$ cat src/rtl/g07_arb_pkg.sv
// Shared constants, state type and index helper for the 7-master / 8-slave bus arbiter.
package g07_arb_pkg;

    localparam int NUM_M     = 7;
    localparam int NUM_S     = 8;
    localparam int SEL_W     = 3;
    localparam int DATA_W    = 64;
    localparam int IDX_W     = 3;
    localparam int TIMEOUT_W = $clog2(16 + 1);

    typedef enum logic [1:0] {
        IDLE  = 2'd0,
        GRANT = 2'd1,
        XFER  = 2'd2,
        DONE  = 2'd3
    } arb_state_t;

    // (base + off) mod NUM_M for base, off < NUM_M; one subtraction covers the wrap.
    function automatic logic [IDX_W-1:0] rr_wrap(input logic [IDX_W-1:0] base,
                                                 input logic [IDX_W-1:0] off);
        logic [IDX_W:0] sum;
        sum = {1'b0, base} + {1'b0, off};
        if (sum >= (IDX_W+1)'(NUM_M)) begin
            sum = sum - (IDX_W+1)'(NUM_M);
        end
        return sum[IDX_W-1:0];
    endfunction

endpackage

$ cat src/rtl/g07_rr_picker.sv
// Rotating-priority request picker: first set request at or above ptr, wrapping at NUM_M-1.
module g07_rr_picker
    import g07_arb_pkg::*;
(
    input  logic [NUM_M-1:0] req,
    input  logic [IDX_W-1:0] ptr,
    output logic             valid,
    output logic [IDX_W-1:0] idx
);

    logic [IDX_W-1:0] cand_idx [NUM_M];
    logic [NUM_M-1:0] cand_req;

    // Candidate gi is the master gi places after ptr in the rotated order.
    generate
        for (genvar gi = 0; gi < NUM_M; gi++) begin : g_cand
            assign cand_idx[gi] = rr_wrap(ptr, IDX_W'(gi));
            assign cand_req[gi] = req[cand_idx[gi]];
        end
    endgenerate

    // Lowest rotated position wins; scanning downward lets the last hit stand.
    always_comb begin
        valid = |cand_req;
        idx   = '0;
        for (int k = NUM_M - 1; k >= 0; k--) begin
            if (cand_req[k]) begin
                idx = cand_idx[k];
            end
        end
    end

endmodule

$ cat src/rtl/g07_bus_arbiter.sv
// Central bus controller: round-robin grant, slave decode, transfer sequencing, timeout.
// Every output is a register that changes together with the state, so each output
// is visible during the state it belongs to (ack in GRANT..DONE, en in XFER, strobes in DONE).
module g07_bus_arbiter
    import g07_arb_pkg::*;
#(
    parameter int SEL_LSB = 61,
    parameter int TIMEOUT = 16
) (
    input  logic                    sysClk,
    input  logic                    Breset,
    input  logic [NUM_M-1:0]        need,
    output logic [NUM_M-1:0]        ack,
    input  logic [NUM_M*DATA_W-1:0] addrM64,
    input  logic [NUM_M*DATA_W-1:0] DoutM,
    output logic [DATA_W-1:0]       MinData,
    output logic [NUM_M-1:0]        Tdone_mstr,
    output logic [DATA_W-1:0]       addr,
    output logic [DATA_W-1:0]       SbusIn,
    output logic [NUM_S-1:0]        en,
    input  logic [NUM_S*DATA_W-1:0] dbus_out,
    input  logic [NUM_S-1:0]        Tdone,
    output logic                    bus_err,
    output logic                    busy
);

    localparam int CNT_W = $clog2(TIMEOUT + 1);

    arb_state_t        state_reg;
    logic [IDX_W-1:0]  gnt_idx_reg;
    logic [IDX_W-1:0]  rr_ptr_reg;
    logic [SEL_W-1:0]  sel_reg;
    logic [CNT_W-1:0]  cnt_reg;
    logic [CNT_W-1:0]  cnt_next;
    logic              timeout_hit;
    logic [NUM_M-1:0]  ack_reg;
    logic [NUM_M-1:0]  tdm_reg;
    logic [NUM_S-1:0]  en_reg;
    logic [DATA_W-1:0] addr_reg;
    logic [DATA_W-1:0] sbus_reg;
    logic [DATA_W-1:0] min_reg;
    logic              err_reg;
    logic              busy_reg;

    logic [DATA_W-1:0] addr_m  [NUM_M];
    logic [DATA_W-1:0] dout_m  [NUM_M];
    logic [DATA_W-1:0] rdata_s [NUM_S];
    logic [DATA_W-1:0] grant_addr;
    logic [SEL_W-1:0]  grant_sel;
    logic              pick_valid;
    logic [IDX_W-1:0]  pick_idx;

    // Split the flat per-master and per-slave buses into word arrays.
    generate
        for (genvar gi = 0; gi < NUM_M; gi++) begin : g_mstr
            assign addr_m[gi] = addrM64[gi*DATA_W +: DATA_W];
            assign dout_m[gi] = DoutM[gi*DATA_W +: DATA_W];
        end
        for (genvar gi = 0; gi < NUM_S; gi++) begin : g_slv
            assign rdata_s[gi] = dbus_out[gi*DATA_W +: DATA_W];
        end
    endgenerate

    g07_rr_picker u_picker (
        .req   (need),
        .ptr   (rr_ptr_reg),
        .valid (pick_valid),
        .idx   (pick_idx)
    );

    assign grant_addr  = addr_m[gnt_idx_reg];
    assign grant_sel   = grant_addr[SEL_LSB +: SEL_W];
    assign cnt_next    = cnt_reg + CNT_W'(1);
    assign timeout_hit = (cnt_next == CNT_W'(TIMEOUT));

    assign ack        = ack_reg;
    assign Tdone_mstr = tdm_reg;
    assign en         = en_reg;
    assign addr       = addr_reg;
    assign SbusIn     = sbus_reg;
    assign MinData    = min_reg;
    assign bus_err    = err_reg;
    assign busy       = busy_reg;

    // Arbitration FSM and all registered outputs; reset aborts any transaction silently.
    always_ff @(posedge sysClk) begin
        if (Breset) begin
            state_reg   <= IDLE;
            gnt_idx_reg <= '0;
            rr_ptr_reg  <= '0;
            sel_reg     <= '0;
            cnt_reg     <= '0;
            ack_reg     <= '0;
            tdm_reg     <= '0;
            en_reg      <= '0;
            addr_reg    <= '0;
            sbus_reg    <= '0;
            min_reg     <= '0;
            err_reg     <= 1'b0;
            busy_reg    <= 1'b0;
        end else begin
            case (state_reg)
                IDLE: begin
                    if (pick_valid) begin
                        gnt_idx_reg <= pick_idx;
                        ack_reg     <= NUM_M'(1) << pick_idx;
                        busy_reg    <= 1'b1;
                        state_reg   <= GRANT;
                    end
                end
                GRANT: begin
                    addr_reg  <= grant_addr;
                    sbus_reg  <= dout_m[gnt_idx_reg];
                    sel_reg   <= grant_sel;
                    en_reg    <= NUM_S'(1) << grant_sel;
                    cnt_reg   <= '0;
                    state_reg <= XFER;
                end
                XFER: begin
                    // A done in the final allowed cycle still counts as a clean completion.
                    if (Tdone[sel_reg]) begin
                        min_reg   <= rdata_s[sel_reg];
                        en_reg    <= '0;
                        tdm_reg   <= ack_reg;
                        state_reg <= DONE;
                    end else if (timeout_hit) begin
                        min_reg   <= '1;
                        err_reg   <= 1'b1;
                        en_reg    <= '0;
                        tdm_reg   <= ack_reg;
                        state_reg <= DONE;
                    end else begin
                        cnt_reg <= cnt_next;
                    end
                end
                DONE: begin
                    tdm_reg    <= '0;
                    err_reg    <= 1'b0;
                    ack_reg    <= '0;
                    busy_reg   <= 1'b0;
                    cnt_reg    <= '0;
                    rr_ptr_reg <= rr_wrap(gnt_idx_reg, IDX_W'(1));
                    state_reg  <= IDLE;
                end
                default: state_reg <= IDLE;
            endcase
        end
    end

endmodule
$ cat config.mk
export PLATFORM = sky130hd
export DESIGN_NAME = g07_bus_arbiter
export DESIGN_NICKNAME = d
export VERILOG_FILES = /design/src/rtl/g07_arb_pkg.sv /design/src/rtl/g07_rr_picker.sv /design/src/rtl/g07_bus_arbiter.sv
export SDC_FILE = /design/constraint.sdc
export NUM_CORES = 1
export LEC_CHECK = 0
export ABC_CLOCK_PERIOD_IN_PS = 3830
export BUFFER_PORTS_ARGS = -buffer_cell sky130_fd_sc_hd__clkbuf_2
export CORE_AREA = 2 2 641 643
export DETAILED_ROUTE_END_ITERATION = 12
export DIE_AREA = 0 0 643 645
export GPL_TIMING_DRIVEN = 0
export PLACE_DENSITY_LB_ADDON = 0.1
export SLEW_MARGIN = 20
export SYNTH_ARGS = -nofsm -noshare
export SYNTH_HDL_FRONTEND = slang
export SYNTH_SLANG_ARGS = --single-unit
$ cat constraint.sdc
create_clock -name sysClk -period 3.83 [get_ports sysClk]
set_clock_uncertainty 0.05 [all_clocks]
set_input_delay 0.383 -clock sysClk [delete_from_list [all_inputs] [get_ports sysClk]]
set_output_delay 0.383 -clock sysClk [all_outputs]
set_load 0.005 [all_outputs]
# Yosys cells after proc, flatten, opt, wreduce, memory -nomap -nowiden
# Cells that the tools add are included.
word_totals:
  register_bits: 232
  word_cells: 138
  out_inout_bits: 216
op_classes:
  n_eq_ne: 9
  n_shift: 2
  magnitude_cmp: 18
  n_addsub: 16
  mux: 62
  bitwise_logic: 2
  n_reduce_logical: 16
ops:
  columns: ["operator", "n"]
  rows:
  - ["$bmux 64 s3", 3]
  - ["$mux 64", 8]
  - ["$mux 3", 15]
  - ["$lt 3x4->1 const B", 8]
  - ["$ge 4x3->1 const B", 7]
  - ["$pmux 7 s2", 2]
  - ["$bmux 1 s3", 8]
  - ["$sub 3x3->3 const B", 8]
  - ["$mux 7", 3]
  - ["$mux 8", 2]
  - ["$pmux 8 s2", 1]
  - ["$add 3x3->4 const B", 3]
  - ["$reduce_and 2->1", 6]
  - ["$mux 1", 11]
  - ["$mux 5", 2]
  - ["$pmux 5 s2", 1]
  - ["$reduce_bool 2->1", 5]
  - ["$add 3x1->4 const B", 2]
  - ["$add 3x2->4 const B", 2]
  - ["$ge 4x4->1 const B", 2]
  - ["$ne 2x2->1 const B", 4]
  - ["$not 3->4", 2]
  - ["$pmux 2 s4", 1]
  - ["$shl 1x3->8 const A", 1]
  - ["13 further kinds", 18]

# Logic depth before layout (Yosys ltp)
depth:
  ltp_word: 15
  depth_mapped: 17
  depth_no_buf: 13

# Cells and area by module
# A second synthesis with hierarchy kept.
hier_totals:
  cells_unflattened: 1918
  area_unflattened_um2: 20490.9
by_module_without_submodules:
  columns: ["mod", "n_inst", "area_per_inst_um2", "cells_each"]
  rows:
  - ["g07_bus_arbiter", 1, 18914.4, 1709]
  - ["g07_rr_picker", 1, 1576.5, 209]

# Worst setup path after synthesis
# No wires, ideal clock.
synth_path:
  path_type: "register -> register"
  from: "register rr_ptr_reg[1]"
  to: "register ack_reg[6] (netlist: ack[6])"
  period_less_slack_ns: 3.431
  arrival_ns: 3.264
  required_time_ns: 3.663
  path_slack_ns: 0.399
  path_stages_with_launch: 15
  cell_sequence: "dfxtp_1 buf_2 inv_1 ha_1 inv_1 fa_1 clkbuf_1 mux4_2 a211oi_1 nand2b_1 or4_1 a211oi_2 o31ai_1 and3_1 a32o_1"
synth_via:
  elab_chain_len: 15
  word_cells_on_any_way: 54
  classes_between: "add/sub (13); order compare (7); eq/ne (1); shift (1); mux (30); reduce/logical (2)"
synth_lines:
  columns: ["item", "line_no", "text"]
  rows:
  - ["start, declared", "g07_bus_arbiter.sv:31", "logic [IDX_W-1:0] rr_ptr_reg;"]
  - ["start signal, assigned", "g07_bus_arbiter.sv:142", "rr_ptr_reg <= rr_wrap(gnt_idx_reg, IDX_W'(1));"]
  - ["$add 3x3->4", "g07_arb_pkg.sv:22", "sum = {1'b0, base} + {1'b0, off};"]
  - ["$ge 4x3->1 / $sub 3x3->3 (equally long branches)", "g07_arb_pkg.sv:23, g07_arb_pkg.sv:24", null]
  - ["$mux 3", "g07_arb_pkg.sv:23", "if (sum >= (IDX_W+1)'(NUM_M)) begin"]
  - ["$bmux 1 s3", "g07_rr_picker.sv:18", "assign cand_req[gi] = req[cand_idx[gi]];"]
  - ["$mux 1 (not written as such)", "g07_rr_picker.sv:18", null]
  - ["$mux 3 (7 in a row)", "g07_rr_picker.sv:27", "if (cand_req[k]) begin"]
  - ["$shl 1x3->7", "g07_bus_arbiter.sv:106", "ack_reg <= NUM_M'(1) << pick_idx;"]
  - ["$mux 7", "g07_bus_arbiter.sv:104", "if (pick_valid) begin"]
  - ["$pmux 7 s2", "g07_bus_arbiter.sv:102", "case (state_reg)"]
  - ["end signal, assigned", "g07_bus_arbiter.sv:106", null]
  - ["end, declared", "g07_bus_arbiter.sv:36", "logic [NUM_M-1:0] ack_reg;"]
# Several ways; a longest one is shown, not always the timed one. The select of a mux whose other input is x is not followed.
# A chain may end at the register's enable or synchronous reset.

# Final worst setup path
layout_path:
  from: "register rr_ptr_reg[0]"
  to: "register ack_reg[1] (netlist: ack[1])"
# The elaborated chain is that of the path after synthesis.

==> results.yml <==
outcome:
  outcome: "completed"
synth:
  netlist_instances: 1938
  ys_seq_elements: 229
  ys_seq_area_frac: 0.2236
  synth_edf_count: 0
  synth_nets: 3383
  syn_area_per_cell_um2: 10.58
  ys_warn_count: 0
  ys.flop_type: "dfxtp_1"
  syn-cell-area_um2: 20500
  async_reset_ff_frac: 0
  yosysUniqueCellTypes: 80
hold_path:
  hold_path.class: "input port to register"
setup_path:
  required_ns: 4.35
  crit_path_start_kind: "register"
  reg2regPathDepth: 14
  crit_path_end: "ack[1]"
  reg2reg_to: "ack[1]"
  startpoint: "rr_ptr_reg[0]"
  crit_arrival_ns: 4.22
  rrSetupSlack_ns: 0.13
  reg2reg_from: "rr_ptr_reg[0]"
  endpoint_kind: "register"
  critical_path_class: "register to register"
  critical_path.max_fanout: 11
pwr:
  power.internal_mw: 12.27
  peakVddDrop_uv: 349.6
  p_seq_frac: 0.145
  p_per_area_nw_per_um2: 667.7
  leakage_nw: 14.30
  clkPwrFrac: 0.169
  sw_frac_of_total: 0.5214
  switching_power_mw: 13.36
  pwr-share-comb: 0.686
  p_total_mw: 25.63
final_layout:
  layout_common_cells: "clkbuf_2, mux4_2, dfxtp_1"
  syn_to_final_growth_pct: 87.20
  final_cells: 9214
  final_util: 0.09404
  final_common_cell: "clkbuf_2"
  nets: 5117
  drive_above_1_share: 0.6239
placed_design:
  gp_congestion: 0.9159
  dpl.hpwl_um: 272600
  io_buffers: 1639
  place_inst: 9053
routing:
  drt-total-wl_um: 301000
  drc_errors: 0
  drtAntennaViolNets: 0
  dr_total_vias: 26814
  via_per_inst: 2.910
  routedWlPerCell_um: 32.67
  firstDrtPassIters: 5
  drt-initial-drc-count: 1636
timing:
  fin_crit_sh: 0.9651
  tns_ns: 0
  final_max_slew_viol_count: 0
  finalSetupViolCount: 0
  fin_crit_ns: 3.697
  max_freq_mhz: 270.5
  hold_violations: 0
  rsz0062_at_grt: "true"
  tightest_slew_ns: 1.147
  relSlewSlack: 0.2351
clock_network:
  root_buffer: "clkbuf_16"
  cts_inserted_buffers: 43
  htreeDepth: 2
  insertion_delay_ns: 0.68
  ctsHoldBuffers: 0
  cts_tree: "yes"
  path_clk_slew_ns: 0.06
  cts_num_sinks: 229
  cts_max_path_buffers: 3
grt:
  grt_overflow: 0
  grtUsageTotal: 0.1396
  antenna_found_initial: 218
  grt_max_degree: 13
  grt_pass1_wl_um: 364300
  first_global_vias: 28134
die:
  ios: 1641
  rows: 235
  initial_core_util: 0.05024
  die_x_um: 643
  core_area_um2: 408100
  die_h_um: 645
  die-area_um2: 414700
flow_run:
  max_cap_viol_count: 0
==> worst min path at each step <==
stage / start / to / cells past startpoint
after floorplan: ack[5] / ack[5] / 2
after global placement: SbusIn[57] / SbusIn[57] / 2
after detailed placement: SbusIn[49] / SbusIn[49] / 2
after CTS: DoutM[350] / SbusIn[30] / 4
after global routing: addrM64[335] / addr[15] / 4
final: addrM64[338] / addr[18] / 4
==> routing by layer <==
layer	GRT usage	wire, um	up-vias
met1	0.1540	113400	13614
met4	0.03665	7140	82
li1	-	-	11449
met2	0.2562	157100	1287
met3	0.04371	22800	382
met5	0	532	-
==> logic make-up after synthesis <==
group | after synthesis | synth area share
xor+xnor | 5 | 0.002136
mux | 491 | 0.4085
compound gates | 573 | 0.2094
buf+inv | 261 | 0.04992
simple gates | 359 | 0.09386
fa+ha+maj | 20 | 0.01257
flops | 229 | 0.2236
==> worst max-delay path, stage by stage, from the launching register on <==
cell and delay [ns]:
dfxtp_4 0.36, buf_6 0.14, inv_1 0.09, buf_6 0.20, ha_2 0.29, and2b_1 0.22, a311o_1 0.36, or4b_4 0.54
o31ai_4 0.12, buf_4 0.21, nor3_1 0.05, a211o_1 0.27, o211ai_4 0.33, nor4_4 0.06, a32o_1 0.26
==> area by class of cell <==
type                       instances  area [um^2]
clock buffer                      55         1161
timing repair buffer            1693         9002
tap                             5451         6820
multi-input combinational       1448        15170
sequential                       229         4593
fill                           47980       369700
antenna                           59        147.6
clock inverter                    22        306.5
inverter                          25        101.3
buffer                           232         1081
==> per-stage QoR <==
step / cell area (um^2) / hold WS, ns / setup WS [ns]
after floorplan: 20500 / 0.4108 / 0.3987
after global placement: 35530 / 0.4097 / -3.982
after detailed placement: 36200 / 0.4103 / -1.043
after CTS: 37980 / 0.0005944 / 0.0009082
after global routing: 38290 / 0.07539 / -0.01259
final: 38380 / 0.1033 / 0.1335
==> power by group through the flow <==
stage / sequential [mW] / clock (mW) / combinational [mW]
finish: 3.71 / 4.34 / 17.6
global route: 3.81 / 4.65 / 19.0
CTS: 3.72 / 4.62 / 18.4
detailed placement: 3.77 / 0 / 18.1
global placement: 3.76 / 0 / 17.6
floorplan: 3.66 / 0 / 8.11
==> repair_timing <==
action                                 in CTS  in global routing
pin swaps                                   8                 14
buffers inserted                           13                 16
resized for setup                          55                 30
setup endpoints to repair                 187                 47
endpoints found under the hold margin       0                  0
==> cell usage after synthesis, types with 54 or more instances <==
| cell type | count | share of area |
|---|---|---|
| clkbuf_1 | 164 | 0.030 |
| mux2i_1 | 93 | 0.045 |
| a211oi_1 | 71 | 0.026 |
| dfxtp_1 | 229 | 0.22 |
| a221o_1 | 129 | 0.063 |
| a21oi_1 | 154 | 0.038 |
| nand2b_1 | 131 | 0.040 |
| mux4_2 | 263 | 0.29 |
| buf_1 | 54 | 0.0099 |
| mux2_2 | 134 | 0.074 |
| o211ai_1 | 129 | 0.047 |
| nor2_1 | 121 | 0.022 |
(Power assumes the default switching activity.)
